`src/rtl/dpram_pkg.sv`:
```
// rtl/dpram_pkg.sv - shared widths, bank-index helper and RAM request type
package dpram_pkg;
  localparam int DATA_WIDTH = 8;
  localparam int ADDR_WIDTH = 6;
  localparam int NUM_BANKS  = 4;
  localparam int CNT_WIDTH  = 16;
  localparam int BANK_SEL_W = $clog2(NUM_BANKS);

  typedef struct packed {
    logic                  we;
    logic [ADDR_WIDTH-1:0] addr;
    logic [DATA_WIDTH-1:0] din;
  } mem_req_t;

  typedef enum logic {PRIO_A = 1'b0, PRIO_B = 1'b1} prio_t;

  // Banks are interleaved on the top address bits.
  function automatic logic [BANK_SEL_W-1:0] bank_of(input logic [ADDR_WIDTH-1:0] addr);
    return addr[ADDR_WIDTH-1 -: BANK_SEL_W];
  endfunction
endpackage

```
`src/rtl/dpram_bank_scheduler_if.sv`:
```
// rtl/dpram_bank_scheduler_if.sv - request/response streams and RAM-side port bundle
interface dpram_bank_scheduler_if;
  import dpram_pkg::*;

  logic                  a_valid, a_ready, a_we, a_rsp_valid;
  logic [ADDR_WIDTH-1:0] a_addr;
  logic [DATA_WIDTH-1:0] a_wdata, a_rsp_data;
  logic                  b_valid, b_ready, b_we, b_rsp_valid;
  logic [ADDR_WIDTH-1:0] b_addr;
  logic [DATA_WIDTH-1:0] b_wdata, b_rsp_data;

  logic                  mem_we_a, mem_we_b;
  logic [ADDR_WIDTH-1:0] mem_addr_a, mem_addr_b;
  logic [DATA_WIDTH-1:0] mem_din_a, mem_din_b, mem_dout_a, mem_dout_b;

  modport master (
    output a_valid, a_we, a_addr, a_wdata, b_valid, b_we, b_addr, b_wdata,
           mem_dout_a, mem_dout_b,
    input  a_ready, a_rsp_valid, a_rsp_data, b_ready, b_rsp_valid, b_rsp_data,
           mem_we_a, mem_addr_a, mem_din_a, mem_we_b, mem_addr_b, mem_din_b
  );

  modport slave (
    input  a_valid, a_we, a_addr, a_wdata, b_valid, b_we, b_addr, b_wdata,
           mem_dout_a, mem_dout_b,
    output a_ready, a_rsp_valid, a_rsp_data, b_ready, b_rsp_valid, b_rsp_data,
           mem_we_a, mem_addr_a, mem_din_a, mem_we_b, mem_addr_b, mem_din_b
  );
endinterface

```
`src/rtl/dpram_rr_arb2.sv`:
```
// rtl/dpram_rr_arb2.sv - two-way round-robin arbiter resolving same-bank conflicts
module dpram_rr_arb2
  import dpram_pkg::*;
(
  input  logic clk,
  input  logic rst_n,
  input  logic a_valid,
  input  logic b_valid,
  input  logic conflict,
  output logic a_gnt,
  output logic b_gnt
);
  prio_t prio_q, prio_d;

  always_ff @(posedge clk) begin
    if (!rst_n) prio_q <= PRIO_A;
    else        prio_q <= prio_d;
  end

  // The loser of a conflict is favoured next time, so neither port starves.
  always_comb begin
    prio_d = prio_q;
    a_gnt  = a_valid;
    b_gnt  = b_valid;
    if (conflict) begin
      if (prio_q == PRIO_A) begin
        b_gnt  = 1'b0;
        prio_d = PRIO_B;
      end else begin
        a_gnt  = 1'b0;
        prio_d = PRIO_A;
      end
    end
  end
endmodule

```
`src/rtl/dpram_bank_scheduler.sv`:
```
// rtl/dpram_bank_scheduler.sv - serialises same-bank A/B requests onto a banked dual-port RAM
// Optional saturating conflict counter port: DPRAM_SCHED_STATS_EN
module dpram_bank_scheduler
  import dpram_pkg::*;
(
  input  logic                  clk,
  input  logic                  rst_n,
  dpram_bank_scheduler_if.slave bus
`ifdef DPRAM_SCHED_STATS_EN
  ,
  output logic [CNT_WIDTH-1:0]  conflict_cnt
`endif
);
  logic                  conflict, a_gnt, b_gnt;
  mem_req_t              req_a_q, req_b_q;
  logic [1:0]            rd_a_q, rd_b_q;
  logic                  a_rsp_valid_q, b_rsp_valid_q;
  logic [DATA_WIDTH-1:0] a_rsp_data_q, b_rsp_data_q;

  assign conflict = bus.a_valid & bus.b_valid &
                    (bank_of(bus.a_addr) == bank_of(bus.b_addr));

  dpram_rr_arb2 u_arb (
    .clk      (clk),
    .rst_n    (rst_n),
    .a_valid  (bus.a_valid),
    .b_valid  (bus.b_valid),
    .conflict (conflict),
    .a_gnt    (a_gnt),
    .b_gnt    (b_gnt)
  );

  assign bus.a_ready = a_gnt;
  assign bus.b_ready = b_gnt;

  // rd_x_q tracks reads through issue and the RAM's own output register.
  always_ff @(posedge clk) begin
    if (!rst_n) begin
      req_a_q       <= '0;
      req_b_q       <= '0;
      rd_a_q        <= '0;
      rd_b_q        <= '0;
      a_rsp_valid_q <= 1'b0;
      b_rsp_valid_q <= 1'b0;
      a_rsp_data_q  <= '0;
      b_rsp_data_q  <= '0;
    end else begin
      if (a_gnt) req_a_q <= '{we: bus.a_we, addr: bus.a_addr, din: bus.a_wdata};
      else       req_a_q.we <= 1'b0;
      if (b_gnt) req_b_q <= '{we: bus.b_we, addr: bus.b_addr, din: bus.b_wdata};
      else       req_b_q.we <= 1'b0;

      rd_a_q        <= {rd_a_q[0], a_gnt & ~bus.a_we};
      rd_b_q        <= {rd_b_q[0], b_gnt & ~bus.b_we};
      a_rsp_valid_q <= rd_a_q[1];
      b_rsp_valid_q <= rd_b_q[1];
      if (rd_a_q[1]) a_rsp_data_q <= bus.mem_dout_a;
      if (rd_b_q[1]) b_rsp_data_q <= bus.mem_dout_b;
    end
  end

  assign bus.mem_we_a    = req_a_q.we;
  assign bus.mem_addr_a  = req_a_q.addr;
  assign bus.mem_din_a   = req_a_q.din;
  assign bus.mem_we_b    = req_b_q.we;
  assign bus.mem_addr_b  = req_b_q.addr;
  assign bus.mem_din_b   = req_b_q.din;
  assign bus.a_rsp_valid = a_rsp_valid_q;
  assign bus.a_rsp_data  = a_rsp_data_q;
  assign bus.b_rsp_valid = b_rsp_valid_q;
  assign bus.b_rsp_data  = b_rsp_data_q;

`ifdef DPRAM_SCHED_STATS_EN
  always_ff @(posedge clk) begin
    if (!rst_n)                               conflict_cnt <= '0;
    else if (conflict && conflict_cnt != '1) conflict_cnt <= conflict_cnt + CNT_WIDTH'(1);
  end
`endif
endmodule

```
`src/flat_wrapper.sv`:
```
// flat-port wrapper written by rule: the top's interface ports become plain ports
module dpram_bank_scheduler_flat import dpram_pkg::*;
  (clk, rst_n, bus_a_valid, bus_a_we, bus_a_addr, bus_a_wdata, bus_b_valid, bus_b_we, bus_b_addr, bus_b_wdata, bus_mem_dout_a, bus_mem_dout_b, bus_a_ready, bus_a_rsp_valid, bus_a_rsp_data, bus_b_ready, bus_b_rsp_valid, bus_b_rsp_data, bus_mem_we_a, bus_mem_addr_a, bus_mem_din_a, bus_mem_we_b, bus_mem_addr_b, bus_mem_din_b);
  dpram_bank_scheduler_if bus_i ();
  input  logic clk;
  input  logic rst_n;
  input wire logic [$bits(bus_i.a_valid)-1:0] bus_a_valid;
  input wire logic [$bits(bus_i.a_we)-1:0] bus_a_we;
  input wire logic [$bits(bus_i.a_addr)-1:0] bus_a_addr;
  input wire logic [$bits(bus_i.a_wdata)-1:0] bus_a_wdata;
  input wire logic [$bits(bus_i.b_valid)-1:0] bus_b_valid;
  input wire logic [$bits(bus_i.b_we)-1:0] bus_b_we;
  input wire logic [$bits(bus_i.b_addr)-1:0] bus_b_addr;
  input wire logic [$bits(bus_i.b_wdata)-1:0] bus_b_wdata;
  input wire logic [$bits(bus_i.mem_dout_a)-1:0] bus_mem_dout_a;
  input wire logic [$bits(bus_i.mem_dout_b)-1:0] bus_mem_dout_b;
  output wire logic [$bits(bus_i.a_ready)-1:0] bus_a_ready;
  output wire logic [$bits(bus_i.a_rsp_valid)-1:0] bus_a_rsp_valid;
  output wire logic [$bits(bus_i.a_rsp_data)-1:0] bus_a_rsp_data;
  output wire logic [$bits(bus_i.b_ready)-1:0] bus_b_ready;
  output wire logic [$bits(bus_i.b_rsp_valid)-1:0] bus_b_rsp_valid;
  output wire logic [$bits(bus_i.b_rsp_data)-1:0] bus_b_rsp_data;
  output wire logic [$bits(bus_i.mem_we_a)-1:0] bus_mem_we_a;
  output wire logic [$bits(bus_i.mem_addr_a)-1:0] bus_mem_addr_a;
  output wire logic [$bits(bus_i.mem_din_a)-1:0] bus_mem_din_a;
  output wire logic [$bits(bus_i.mem_we_b)-1:0] bus_mem_we_b;
  output wire logic [$bits(bus_i.mem_addr_b)-1:0] bus_mem_addr_b;
  output wire logic [$bits(bus_i.mem_din_b)-1:0] bus_mem_din_b;
  assign bus_i.a_valid = bus_a_valid;
  assign bus_i.a_we = bus_a_we;
  assign bus_i.a_addr = bus_a_addr;
  assign bus_i.a_wdata = bus_a_wdata;
  assign bus_i.b_valid = bus_b_valid;
  assign bus_i.b_we = bus_b_we;
  assign bus_i.b_addr = bus_b_addr;
  assign bus_i.b_wdata = bus_b_wdata;
  assign bus_i.mem_dout_a = bus_mem_dout_a;
  assign bus_i.mem_dout_b = bus_mem_dout_b;
  assign bus_a_ready = bus_i.a_ready;
  assign bus_a_rsp_valid = bus_i.a_rsp_valid;
  assign bus_a_rsp_data = bus_i.a_rsp_data;
  assign bus_b_ready = bus_i.b_ready;
  assign bus_b_rsp_valid = bus_i.b_rsp_valid;
  assign bus_b_rsp_data = bus_i.b_rsp_data;
  assign bus_mem_we_a = bus_i.mem_we_a;
  assign bus_mem_addr_a = bus_i.mem_addr_a;
  assign bus_mem_din_a = bus_i.mem_din_a;
  assign bus_mem_we_b = bus_i.mem_we_b;
  assign bus_mem_addr_b = bus_i.mem_addr_b;
  assign bus_mem_din_b = bus_i.mem_din_b;
  dpram_bank_scheduler u_core (.clk(clk), .rst_n(rst_n), .bus(bus_i));
endmodule
```
`config.mk`:
```
export PLATFORM = sky130hd
export DESIGN_NAME = dpram_bank_scheduler_flat
export DESIGN_NICKNAME = d
export VERILOG_FILES = /design/src/rtl/dpram_pkg.sv /design/src/rtl/dpram_bank_scheduler_if.sv /design/src/rtl/dpram_rr_arb2.sv /design/src/rtl/dpram_bank_scheduler.sv /design/src/flat_wrapper.sv
export SDC_FILE = /design/constraint.sdc
export NUM_CORES = 1
export LEC_CHECK = 0
export ABC_AREA = 1
export BUFFER_PORTS_ARGS = -buffer_cell sky130_fd_sc_hd__buf_2
export CORE_MARGIN = 4
export CORE_UTILIZATION = 41
export DETAILED_ROUTE_END_ITERATION = 10
export PLACE_DENSITY_LB_ADDON = 0.3
export SYNTH_ARGS = -nofsm -noshare
export SYNTH_HDL_FRONTEND = slang
export SYNTH_SLANG_ARGS = --single-unit
export TNS_END_PERCENT = 20
```
`constraint.sdc`:
```
create_clock -name clk -period 1.46 [get_ports clk]
set_input_delay 0.438 -clock clk [delete_from_list [all_inputs] [get_ports clk]]
set_output_delay 0.438 -clock clk [all_outputs]
set_load 0.01 [all_outputs]
```
Word level (Yosys, flattened, before mapping)
Cells that the tools add are included.
Operators by class
  $add $sub $neg: 0
  div/mod/pow operators: 0
  equal/unequal tests: 1
  order comparisons: 0
  bitwise operators: 6
  shift-type cells: 0
  $mul: 0
  reduce and logical (&&, ||, !) cells: 2
  mux-type cells: 5
Operators by type and width (count)
  1-bit 2-to-1 mux: 5
  1-bit AND: 4
  2-bit AND reduction: 2
  2-bit equality test: 1
  1-bit inverter: 2
Storage, ports and cells
  latch bits: 0
  memories kept: 0
  bits in read-only memories: 0
  output and inout port bits: 50
  memory bits (writable): 0
  word-level logic and storage cells: 27
  input port bits: 50
  bits in registers: 53

Depth between registers and ports, before layout
Gate-level depths: netlist of run 1.
  word-level depth: 4
  depth in mapped cells: 9
  depth with buffers taken out: 8

Hierarchy
A second synthesis of run 1 with hierarchy kept.
Unflattened totals
  cells, all modules: 227
  area, all modules: 1845.5 um2
By module, submodules not included
  dpram_bank_scheduler: area each 1793.0 um2, cells each 219, instances 1, sequential area each 1041.0 um2
  dpram_rr_arb2: area each 52.6 um2, cells each 8, instances 1, sequential area each 20.0 um2

Least setup slack after synthesis of run 1
Ideal clock, no wire load.
  kind: input to output
  start: input bus_b_addr[4]
  end: output bus_b_ready
  stages: 8
  data arrival time: 1.068 ns
  setup slack: -0.046 ns
  path buffers: 1
  data required time: 1.022 ns
  path through: inv_1 > nand2_1 > nand2_1 > nor2_1 > nand3_2 > buf_6 > nand2_1 > inv_1
On the way
  longest elaborated chain between the ends: 3
RTL lines
  from (decl): line flat_wrapper.sv:13  | input wire logic [$bits(bus_i.b_addr)-1:0] bus_b_addr;
  2-bit equality test: line dpram_bank_scheduler.sv:21  | (bank_of(bus.a_addr) == bank_of(bus.b_addr));
  1-bit AND: line dpram_bank_scheduler.sv:20  | assign conflict = bus.a_valid & bus.b_valid &
  1-bit 2-to-1 mux: line dpram_rr_arb2.sv:25  | if (conflict) begin
  to (decl): line flat_wrapper.sv:20  | output wire logic [$bits(bus_i.b_ready)-1:0] bus_b_ready;
No other way between the ends.

Worst setup path in the final report of run 1
  start: input bus_b_addr[5]
  end: output bus_b_ready
The elaborated chain is that of the path after synthesis.

==> metrics.csv, run 1 <==
metric,value,unit
# DRC,0,
yosys warns,0,
post-route insts no fill,466,
H-Tree Depth,2,
crit-path max FO,3,
RSZ-0062 raised after global routing,yes,
die area,6489,sq um
DIE WIDTH,80.56,um
mux share of post-synthesis cell area,0,%
Final Cycle Share,106.6,%
CP required,1020,ps
DP HPWL,3755,um
vias in the first global route,1913,
FMAX,642.8,MHz
NumNets Final,445,
vias after detailed routing,2120,
syn_area_per_cell,7.494,sq um
Synth Area in XOR/XNOR,0,%
Peak VDD IR,0.0005950,V
Layout Skew,5.441,ps
Worst path top cell family by delay,buffers and inverters,
die height,80.56,um
Clock Pin Slew Worst Setup and Hold Paths,100,ps
count of cell types in the netlist,19,
Setup Viol. Count Final,2,
Layout area overhead,42.61,%
Worst Max-Slew Pin Slew,305.9,ps
relative slew slack,79.58,%
Yosys top cell by area,dfxtp_1,
Post-CTS Hold Buffers,0,
CTS sink count,53,
outcome,"complete, but fails checks",
share of layout cells above drive strength 1,40.66,%
Total GRT Usage,16.85,%
Bufs on Longest Clock Path,2,
core area,5107,sq um
"commonest non-fill, non-tap cell in the layout",buf_2,
CP max stage delay,100,ps
type of the most critical hold path,in -> reg,
Ports,100,
drt first pass iters,4,
final slew viol count,0,
initial antenna violation count,0,
WP data arrival,1120,ps
Syn Inst Count,288,
Starting Density,42.26,%
CTS root buf,clkbuf_8,
Clock Latency Late Sink,300,ps
Synth Area in Simple Gates,27.42,%
DRT antenna net count,0,
Post-Route WL,5348,um
RD Place Congestion,0.7922,
post-synthesis sequential area ratio,49.16,%
final hold vios,0,
critical path startpoint category,input pin,
main combinational cell family by area after synthesis,simple AND/OR/NAND/NOR gates,
WL/cell,11.48,um
clock buffer count from CTS,5,
post-layout util,60.26,%
largest net degree at the start of global routing,29,
pre-CTS setup slack,-268.9,ps
top-area cell type share of the netlist area,49.16,%
Inst Count DP,454,
highest-count cells in the layout ignoring fill and taps,"91 x buf_2, 62 x nor2_1, 53 x dfxtp_1",
failing checks,negative setup slack,
critical path's most frequent cell,inv_2,
synthesized-area fraction occupied by adder cells,0,%
# diodes,0,
Syn Std Cell Area,2158,sq um
max-cap viol count,0,
Worst setup EP type,primary output,
"Buf+Inv Stages, Crit Path",5,
"Worst Path Class, Setup",in -> out,
slowest cell on the critical path,buf_6,
IO buf count,99,
first-pass GRT wire length,8611,um
final worst slack,-95.69,ps
CP Cell Sequence,buf_6 > inv_2 > nand2_1 > nand2_2 > inv_2 > nand3_4 > nand2_4 > inv_2 > buf_6,
via/cell ratio,4.549,
TritonCTS clock tree,yes,
Seq cells post-synth,53,
initial drt markers,116,
LEAKAGE,1.636,nW
GRT Residual Overflow,0,
Site Rows,26,
Pwr per Cell Area,970.7,nW/um^2
syn nets,338,
Synth Area in Compound Gates,12.93,%
WHS,291.0,ps
Synth area leaders,"dfxtp_1 49%, nor2_1 11%, nand2_1 7.3%",
final worst path period need,1556,ps
[Yosys cell counts]
master,instances
inv_2,1
dfxtp_1,53
nand2_1,42
nand3_1,17
nor2_1,63
a21oi_2,10
buf_1,1
o21bai_2,1
buf_2,7
nand3_2,1
nor3_1,1
buf_4,1
clkbuf_1,7
a21oi_1,19
buf_6,3
o21ai_0,17
nand3b_1,12
inv_1,31
nor3b_1,1
[stage by stage]
stage,power (mW),TNS (ps),instance area (sq um)
after floorplan,1.898,-3.229,2183
after global placement,2.106,-5028,2818
after detailed placement,2.120,-5801,2818
after CTS,3.018,-153.1,3037
after global routing,3.168,-545.5,3078
final,2.988,-187.7,3078
[power by group]
group          leakage [nW]  switching [mW]  internal [mW]  total (mW)
Sequential            0.436          0.0466           1.53        1.58
Clock                0.0452           0.500          0.350       0.850
Combinational          1.15           0.289          0.268       0.557
Total                  1.64           0.836           2.15        2.99
[kinds of logic (layout without fill, tap and decap cells)]
group / after synthesis / after routing
compound gates: 47 / 47
buf+inv: 51 / 159
flops: 53 / 53
simple gates: 137 / 137
[per-layer routing]
| metal | GRT usage [%] | up-vias | part of all wire (%) |
|---|---|---|---|
| li1 | - | 1110 | - |
| met4 | 5.236 | 0 | 0.82 |
| met5 | 0 | - | 0 |
| met3 | 4.933 | 5 | 6.5 |
| met2 | 29.30 | 50 | 51 |
| met1 | 19.83 | 955 | 41 |
[repair_timing]
item                       in CTS  in global routing
setup endpoints to repair       2                 17
pin swaps                       9                  0
resized for setup              24                 10
setup buffers                   4                  0
gates cloned                    0                  0
[state kept, by name, summed over array words and instances, names as in the netlist, 2 cells and up]
register and count:
u_core.bus.a_rsp_data 8, u_core.bus.b_rsp_data 8, u_core.bus.mem_addr_a 6, u_core.bus.mem_addr_b 6
u_core.bus.mem_din_a 8, u_core.bus.mem_din_b 8, u_core.rd_a_q 2, u_core.rd_b_q 2
[path summary, 6_finish.rpt]
kind | start | to | slack, ps | cells after the start
worst max-delay path | bus_b_addr[5] | bus_b_ready | -100 | 9
worst min-delay path | bus_a_we | u_core.rd_a_q[0] | 290 | 2
worst max register to register | u_core.u_arb.prio_q | u_core.bus.mem_addr_b[2] | 100 | 8
worst min register to register | u_core.rd_a_q[0] | u_core.rd_a_q[1] | 420 | 2
[final cells by class]
cell class / instances / area (sq um)
Fill cell: 486 / 2029
Sequential cell: 53 / 1061
Multi-Input combinational cell: 184 / 957.2
Timing Repair Buffer: 119 / 748.2
Inverter: 32 / 130.1
Tap cell: 70 / 87.58
Clock buffer: 5 / 68.82
Clock inverter: 3 / 25.02
(Power assumes the default switching activity.)
==> inputs of run 2 (changes only) <==
Settings changed: CELL_PAD_IN_SITES_DETAIL_PLACEMENT from default to 0, CELL_PAD_IN_SITES_GLOBAL_PLACEMENT from default to 2, CORE_UTILIZATION 41 to 23, SYNTH_HIERARCHICAL from default to 1.
Clock period 1.46 ns to 1.53 ns, I/O delays scaled along.
==> run 2 against run 1 <==
Effect of this change:
- sequential share of layout area up 2.9 points
- the flow still finishes with violations (negative setup slack)
- worst setup slack got worse by 59 ps
- clock power rose by 15%
- hold slack better by 22 ps
- cell count shrank 1.7%
- synthesized area is 14% lower
- critical path type unchanged
==> metrics.csv, run 2 <==
metric,value,unit,change
Layout area overhead,53.69,%,
final hold vios,0,,unchanged
Seq cells post-synth,53,,unchanged
vias after detailed routing,1872,,-12%
Sw Share,25.32,%,-2.6 points
critical path startpoint category,input pin,,
"commonest non-fill, non-tap cell in the layout",buf_2,,
area post-placement,2495,sq um,-11%
largest net degree at the start of global routing,35,,+21%
Worst setup EP type,primary output,,
Starting Density,23.76,%,-18 points
WL/cell,11.98,um,+4.4%
crit-path max FO,2,,-1
initial antenna violation count,0,,unchanged
Setup Viol. Count Final,4,,+2
via/cell ratio,4.087,,-10%
Pwr per Cell Area,1017,nW/um^2,+4.7%
post-synthesis sequential area ratio,57.49,%,+8.3 points
share of flip-flops with an asynchronous set or reset,0,%,unchanged
core area,7767,sq um,+52%
RD Place Congestion,0.6701,,-15%
IO buf count,99,,unchanged
Worst Max-Slew Pin Slew,304.5,ps,-1.410 ps
CTS sink count,53,,unchanged
final worst path period need,1685,ps,
DIE WIDTH,97.58,um,+21%
sequential power share,51.7,%,-1.2 points
sw power,730.0,uW,-13%
WP data arrival,1230,ps,+110 ps
NumNets Final,405,,-9.0%
post-route insts no fill,458,,-1.7%
highest-count cells in the layout ignoring fill and taps,"95 x buf_2, 82 x nor2_1, 53 x dfxtp_1",,
final slew viol count,0,,unchanged
Clk pwr share,33.8,%,+5.4 points
share of layout cells above drive strength 1,43.82,%,+3.2 points
count of cell types in the netlist,17,,-2
clock buffer count from CTS,5,,unchanged
Bufs on Longest Clock Path,2,,unchanged
die height,97.58,um,+21%
syn nets,277,,-18%
CP required,1070,ps,+50 ps
Synth area leaders,"dfxtp_1 57%, nor2_1 17%, o21ai_0 12%",,
WHS,312.8,ps,+21.77 ps
DRT antenna net count,0,,unchanged
Post-Route WL,5488,um,+2.6%
# DRC,0,,unchanged
Layout Skew,11.60,ps,+6.156 ps
final worst slack,-154.7,ps,-58.98 ps
failing checks,negative setup slack,,
RSZ-0062 raised after global routing,yes,,
# diodes,0,,unchanged
CTS root buf,clkbuf_8,,
Post-CTS Hold Buffers,0,,unchanged
first-pass GRT wire length,8721,um,+1.3%
GRT Residual Overflow,0,,unchanged
Clock Pin Slew Worst Setup and Hold Paths,110,ps,about the same
Post-synth top cells,"83 x nor2_1, 53 x dfxtp_1, 44 x o21ai_0",,
Inst Count DP,429,,-5.5%
post-layout util,36.52,%,-24 points
top-area cell type share of the netlist area,57.49,%,+8.3 points
Syn Inst Count,227,,-21%
Ports,100,,unchanged
DP HPWL,3747,um,-0.22%
"Worst Path Class, Setup",in -> out,,
Peak VDD IR,0.0004853,V,-18%
Power Internal,2.153,mW,about the same
die area,9521,sq um,+47%
syn_area_per_cell,8.130,sq um,+8.5%
most instantiated library cell after synthesis,nor2_1,,
r2r setup slk,270,ps,+170 ps
Final Cycle Share,110.1,%,
FMAX,593.6,MHz,
vias in the first global route,1823,,-4.7%
relative slew slack,79.67,%,+0.094 points
H-Tree Depth,2,,unchanged
TritonCTS clock tree,yes,,
outcome,"complete, but fails checks",,
Site Rows,32,,+23%
pre-CTS setup slack,-256.6,ps,+12.35 ps
LEAKAGE,1.494,nW,-8.7%
number of fill cells in the layout,851,,+75%
Combinational Power Share,14.5,%,-4.2 points
Total GRT Usage,11.20,%,-5.7 points
max-cap viol count,0,,unchanged
Clock Latency Late Sink,310,ps,about the same
Post-synth EDFFs,0,,unchanged
final instance area,2836,sq um,-7.8%
type of the most critical hold path,in -> reg,,
drt first pass iters,4,,unchanged
Syn Std Cell Area,1846,sq um,-14%
initial drt markers,72,,-38%
yosys warns,6,,+6
Post-synth top flop,dfxtp_1,,
Yosys top cell by area,dfxtp_1,,
==> run 2: through the flow <==
stage / setup TNS, ps / power [mW]
after floorplan: -392.1 / 1.695
after global placement: -6386 / 1.885
after detailed placement: -6264 / 1.883
after CTS: -239.0 / 2.928
after global routing: -749.5 / 3.041
final: -454.8 / 2.883
==> run 2: cells by family (layout without fill, tap and decap cells) <==
logic type	after synthesis	count (layout)	share of synthesized area, %
AND/OR/NAND/NOR	100	100	21.90
buffers and inverters	25	154	7.186
flip-flops	53	53	57.49
AO/OA/AOI/OAI	49	49	13.42
==> run 2: repair_timing <==
action,CTS,global route
pin swaps,7,4
buffers inserted,20,1
gates resized for setup,13,8
setup endpoints to repair,2,12
==> run 2: path summary, 6_finish.rpt <==
check,start,end,depth (start not counted)
min,bus_a_we,u_core/rd_a_q[0],2
min reg2reg,u_core/rd_a_q[0],u_core/rd_a_q[1],2
max reg2reg,u_core/u_arb/prio_q,u_core/bus.mem_din_b[0],6
max,bus_b_addr[4],bus_b_ready,8
==> run 2: layer usage <==
metal  track usage [%]  part of all wire [%]  vias to the layer above
li1                  -                     -                      972
met1             13.18                    43                      837
met2             18.92                    49                       57
met3             3.948                   7.0                        6
met4             3.727                   1.1                        0
met5                 0                     0                        -
==> run 2: worst max-delay path: stages <==
cell and delay [ps]:
buf_2 110, inv_2 50, nand2_1 40, nand3_1 80, nor2_2 60, buf_4 130
a21boi_2 150, buf_2 160
==> run 2: power by group through the flow <==
stage | sequential, mW | combinational (mW) | clock, mW
final | 1.49 | 0.418 | 0.975
after global routing | 1.50 | 0.469 | 1.07
after CTS | 1.49 | 0.411 | 1.02
after detailed placement | 1.52 | 0.359 | 0
after global placement | 1.52 | 0.361 | 0
after floorplan | 1.55 | 0.140 | 0
==> run 2: layout make-up <==
cell class	count	area (sq um)	share of cell area [%]
inverters	14	57.56	2.029
well taps	102	127.6	4.499
flip-flops and latches	53	1061	37.41
clock buffers	5	68.82	2.426
multi-input cells	149	683.2	24.08
clock inverters	3	46.29	1.632
repair buffers	132	792.0	27.92
==> inputs of run 3 (changes only) <==
Settings changed: ABC_AREA 1 to default, CORE_UTILIZATION 23 to 26, MAX_ROUTING_LAYER from default to met4.
==> run 3 against run 2 <==
Effect of this change:
- the flow still finishes with violations (negative setup slack)
- global-route usage decreased by 0.39 points
- clock-buffer cell count increased by 2
- hold slack improved by 8.3 ps
- critical path depth decreased by 3
- combinational power decreased by 9.3%
- worst setup slack improved by 18 ps
- maximum frequency increased by 1.1%
- routed wire length decreased by 13%
- cell count decreased by 17%
- power decreased by 1.8%
- design area decreased by 0.44%
- sequential share of layout area increased by 0.17 points
- critical path type unchanged
- largest power group unchanged
==> metrics.csv, run 3 <==
metric,value,unit,change
RSZ-0062 raised after global routing,yes,,
final worst path period need,1667,ps,-18.01 ps
initial drt markers,20,,-72%
DP HPWL,3596,um,-4.0%
Setup Viol. Count Final,2,,-2
Ports,100,,unchanged
DRT antenna net count,0,,unchanged
post-synthesis sequential area ratio,53.50,%,-4.0 points
first-pass GRT wire length,7341,um,-16%
Layout Skew,6.336,ps,-5.261 ps
Syn Std Cell Area,1983,sq um,+7.5%
failing checks,negative setup slack,,
CP max stage delay,220,ps,+60 ps
share of flip-flops with an asynchronous set or reset,0,%,unchanged
# diodes,0,,unchanged
max-cap viol count,0,,unchanged
Bufs on Longest Clock Path,2,,unchanged
final worst slack,-136.7,ps,+18.01 ps
# DRC,0,,unchanged
initial antenna violation count,0,,unchanged
"Worst Path Class, Setup",in -> out,,
core area,7331,sq um,-5.6%
Post-synth top cells,"53 x dfxtp_1, 44 x mux2i_1, 44 x nor2b_1",,
die height,95.34,um,-2.3%
syn_area_per_cell,11.60,sq um,+43%
WL/cell,12.58,um,+5.0%
type of the most critical hold path,in -> reg,,
Peak VDD IR,0.0004022,V,-17%
"Buf+Inv Stages, Crit Path",2,,-2
highest-count cells in the layout ignoring fill and taps,"96 x buf_2, 53 x dfxtp_1, 44 x nor2b_1",,
Site Rows,31,,-3.1%
CTS sink count,53,,unchanged
Reg-to-Reg Start,u_core/u_arb/prio_q,,
LEAKAGE,1.345,nW,-10%
Synth area leaders,"dfxtp_1 54%, mux2i_1 22%, nor2b_1 14%",,
Total GRT Usage,10.81,%,-0.39 points
area post-placement,2611,sq um,+4.7%
clock buffer count from CTS,5,,unchanged
RD Place Congestion,0.6966,,+4.0%
Post-Route WL,4756,um,-13%
Post-synth EDFFs,0,,unchanged
crit-path max FO,3,,+1
DIE WIDTH,95.34,um,-2.3%
CP Cell Sequence,buf_8 > xor2_4 > nor3_4 > a21boi_2 > buf_2,,
Post-synth top flop,dfxtp_1,,
post-layout util,38.52,%,+2.0 points
reg-to-reg critical path endpoint,u_core/bus.mem_addr_b[4],,
NumNets Final,328,,-19%
critical path startpoint category,input pin,,
Worst R2R Path Depth,6,,unchanged
Crit path depth,5,,-3
relative slew slack,65.18,%,-14 points
slowest cell on the critical path,nor3_4,,
Post-CTS Hold Buffers,0,,unchanged
drt first pass iters,3,,-1
CP required,1070,ps,about the same
Pwr per Cell Area,1003,nW/um^2,-1.4%
Worst Max-Slew Pin Slew,521.5,ps,+217.0 ps
pre-CTS setup slack,-330.1,ps,-73.49 ps
Worst setup EP type,primary output,,
CP startpoint,bus_b_addr[5],,
H-Tree Depth,2,,unchanged
r2r setup slk,190,ps,-80 ps
Seq cells post-synth,53,,unchanged
number of fill cells in the layout,759,,-11%
TritonCTS clock tree,yes,,
vias after detailed routing,1501,,-20%
outcome,"complete, but fails checks",,
final instance area,2824,sq um,-0.44%
largest net degree at the start of global routing,32,,-8.6%
CP Capture Point,bus_b_ready,,
Worst path top cell family by delay,buffers and inverters,,
die area,9089,sq um,-4.5%
final slew viol count,0,,unchanged
Final Cycle Share,108.9,%,-1.2 points
via/cell ratio,3.971,,-2.8%
count of cell types in the netlist,15,,-2
CTS root buf,clkbuf_8,,
Yosys top cell by area,dfxtp_1,,
Clock Pin Slew Worst Setup and Hold Paths,90,ps,-20 ps
WP data arrival,1210,ps,-20 ps
vias in the first global route,1478,,-19%
IO buf count,99,,unchanged
share of layout cells above drive strength 1,45.16,%,+1.3 points
syn nets,221,,-20%
Syn Inst Count,171,,-25%
"commonest non-fill, non-tap cell in the layout",buf_2,,
GRT Residual Overflow,0,,unchanged
top-area cell type share of the netlist area,53.50,%,-4.0 points
Clock Latency Late Sink,300,ps,about the same
Starting Density,27.05,%,+3.3 points
final hold vios,0,,unchanged
FMAX,600.0,MHz,+1.1%
Layout area overhead,42.40,%,
yosys warns,6,,unchanged
most instantiated library cell after synthesis,dfxtp_1,,
## run 3: cell types whose count changed in the layout (fill, tap and decap cells not counted), sizes merged, moves of 4 or more
cell | before | now
nor2 | 83 | 2
mux2i | 0 | 44
nor2b | 0 | 44
o21ai | 44 | 0
buf | 132 | 111
inv | 14 | 1
nand2 | 10 | 3
a21oi | 4 | 0
and2 | 1 | 5
## run 3: cell type report
class | count | area (sq um) | share of cell area (%)
flip-flops and latches | 53 | 1061 | 37.57
multi-input cells | 106 | 887.1 | 31.41
repair buffers | 111 | 631.9 | 22.37
well taps | 99 | 123.9 | 4.386
clock buffers | 7 | 86.33 | 3.057
clock inverters | 1 | 30.03 | 1.063
inverters | 1 | 3.754 | 0.1329
## run 3: how the worst min path moves through the flow
stage | cells past startpoint | end | from
floorplan | 1 | u_core/rd_a_q[1] | u_core/rd_a_q[0]
global placement | 1 | u_core/rd_a_q[1] | u_core/rd_a_q[0]
detailed placement | 1 | u_core/rd_b_q[1] | u_core/rd_b_q[0]
CTS | 2 | u_core/rd_a_q[0] | bus_a_we
global route | 2 | u_core/rd_a_q[0] | bus_a_we
finish | 2 | u_core/rd_a_q[0] | bus_a_we
## run 3: power breakdown
group | switching [mW] | internal (mW) | leakage [nW] | total [mW]
registers | 0.0352 | 1.44 | 0.434 | 1.48
clock network | 0.442 | 0.534 | 0.0585 | 0.976
logic | 0.170 | 0.209 | 0.852 | 0.379
total | 0.647 | 2.18 | 1.34 | 2.83
## run 3: cells by family (layout without fill, tap and decap cells)
family,count (synthesis),after routing,share of synthesized area (%)
XOR/XNOR,3,3,1.325
multiplexers,44,44,22.21
buffers and inverters,12,120,4.795
AND/OR/NAND/NOR,57,57,17.41
AO/OA/AOI/OAI,2,2,0.7569
flip-flops,53,53,53.50
## run 3: per-stage QoR
step | hold WS, ps | total power [mW] | std cells | setup TNS [ps]
floorplan | 411.9 | 1.701 | 171 | -1166
global placement | 423.9 | 1.862 | 368 | -7788
detailed placement | 422.7 | 1.864 | 368 | -8034
CTS | 303.3 | 2.883 | 378 | -320.8
global route | 302.5 | 2.984 | 378 | -392.3
finish | 321.1 | 2.832 | 378 | -264.7
## run 3: worst register-to-register path, stage by stage (launching register included)
cell      delay, ps
dfxtp_1         390
inv_1            70
a21boi_2        190
buf_4           170
buf_6           160
mux2i_1         210
nor2b_1          60
## run 3: metal layers
metal  wire length, um  up-vias  global-route usage, %
li1                  -      765                      -
met5                 0        -                      -
met1              2174      670                  14.11
met4                61        0                  3.606
met3               345        6                  2.762
met2              2174       60                  16.27
## run 3: repair_timing
item                       in CTS  in global routing
pin swaps                       5                  4
buffers inserted                2                  0
setup endpoints to repair       3                 11
resized for setup               8                  6
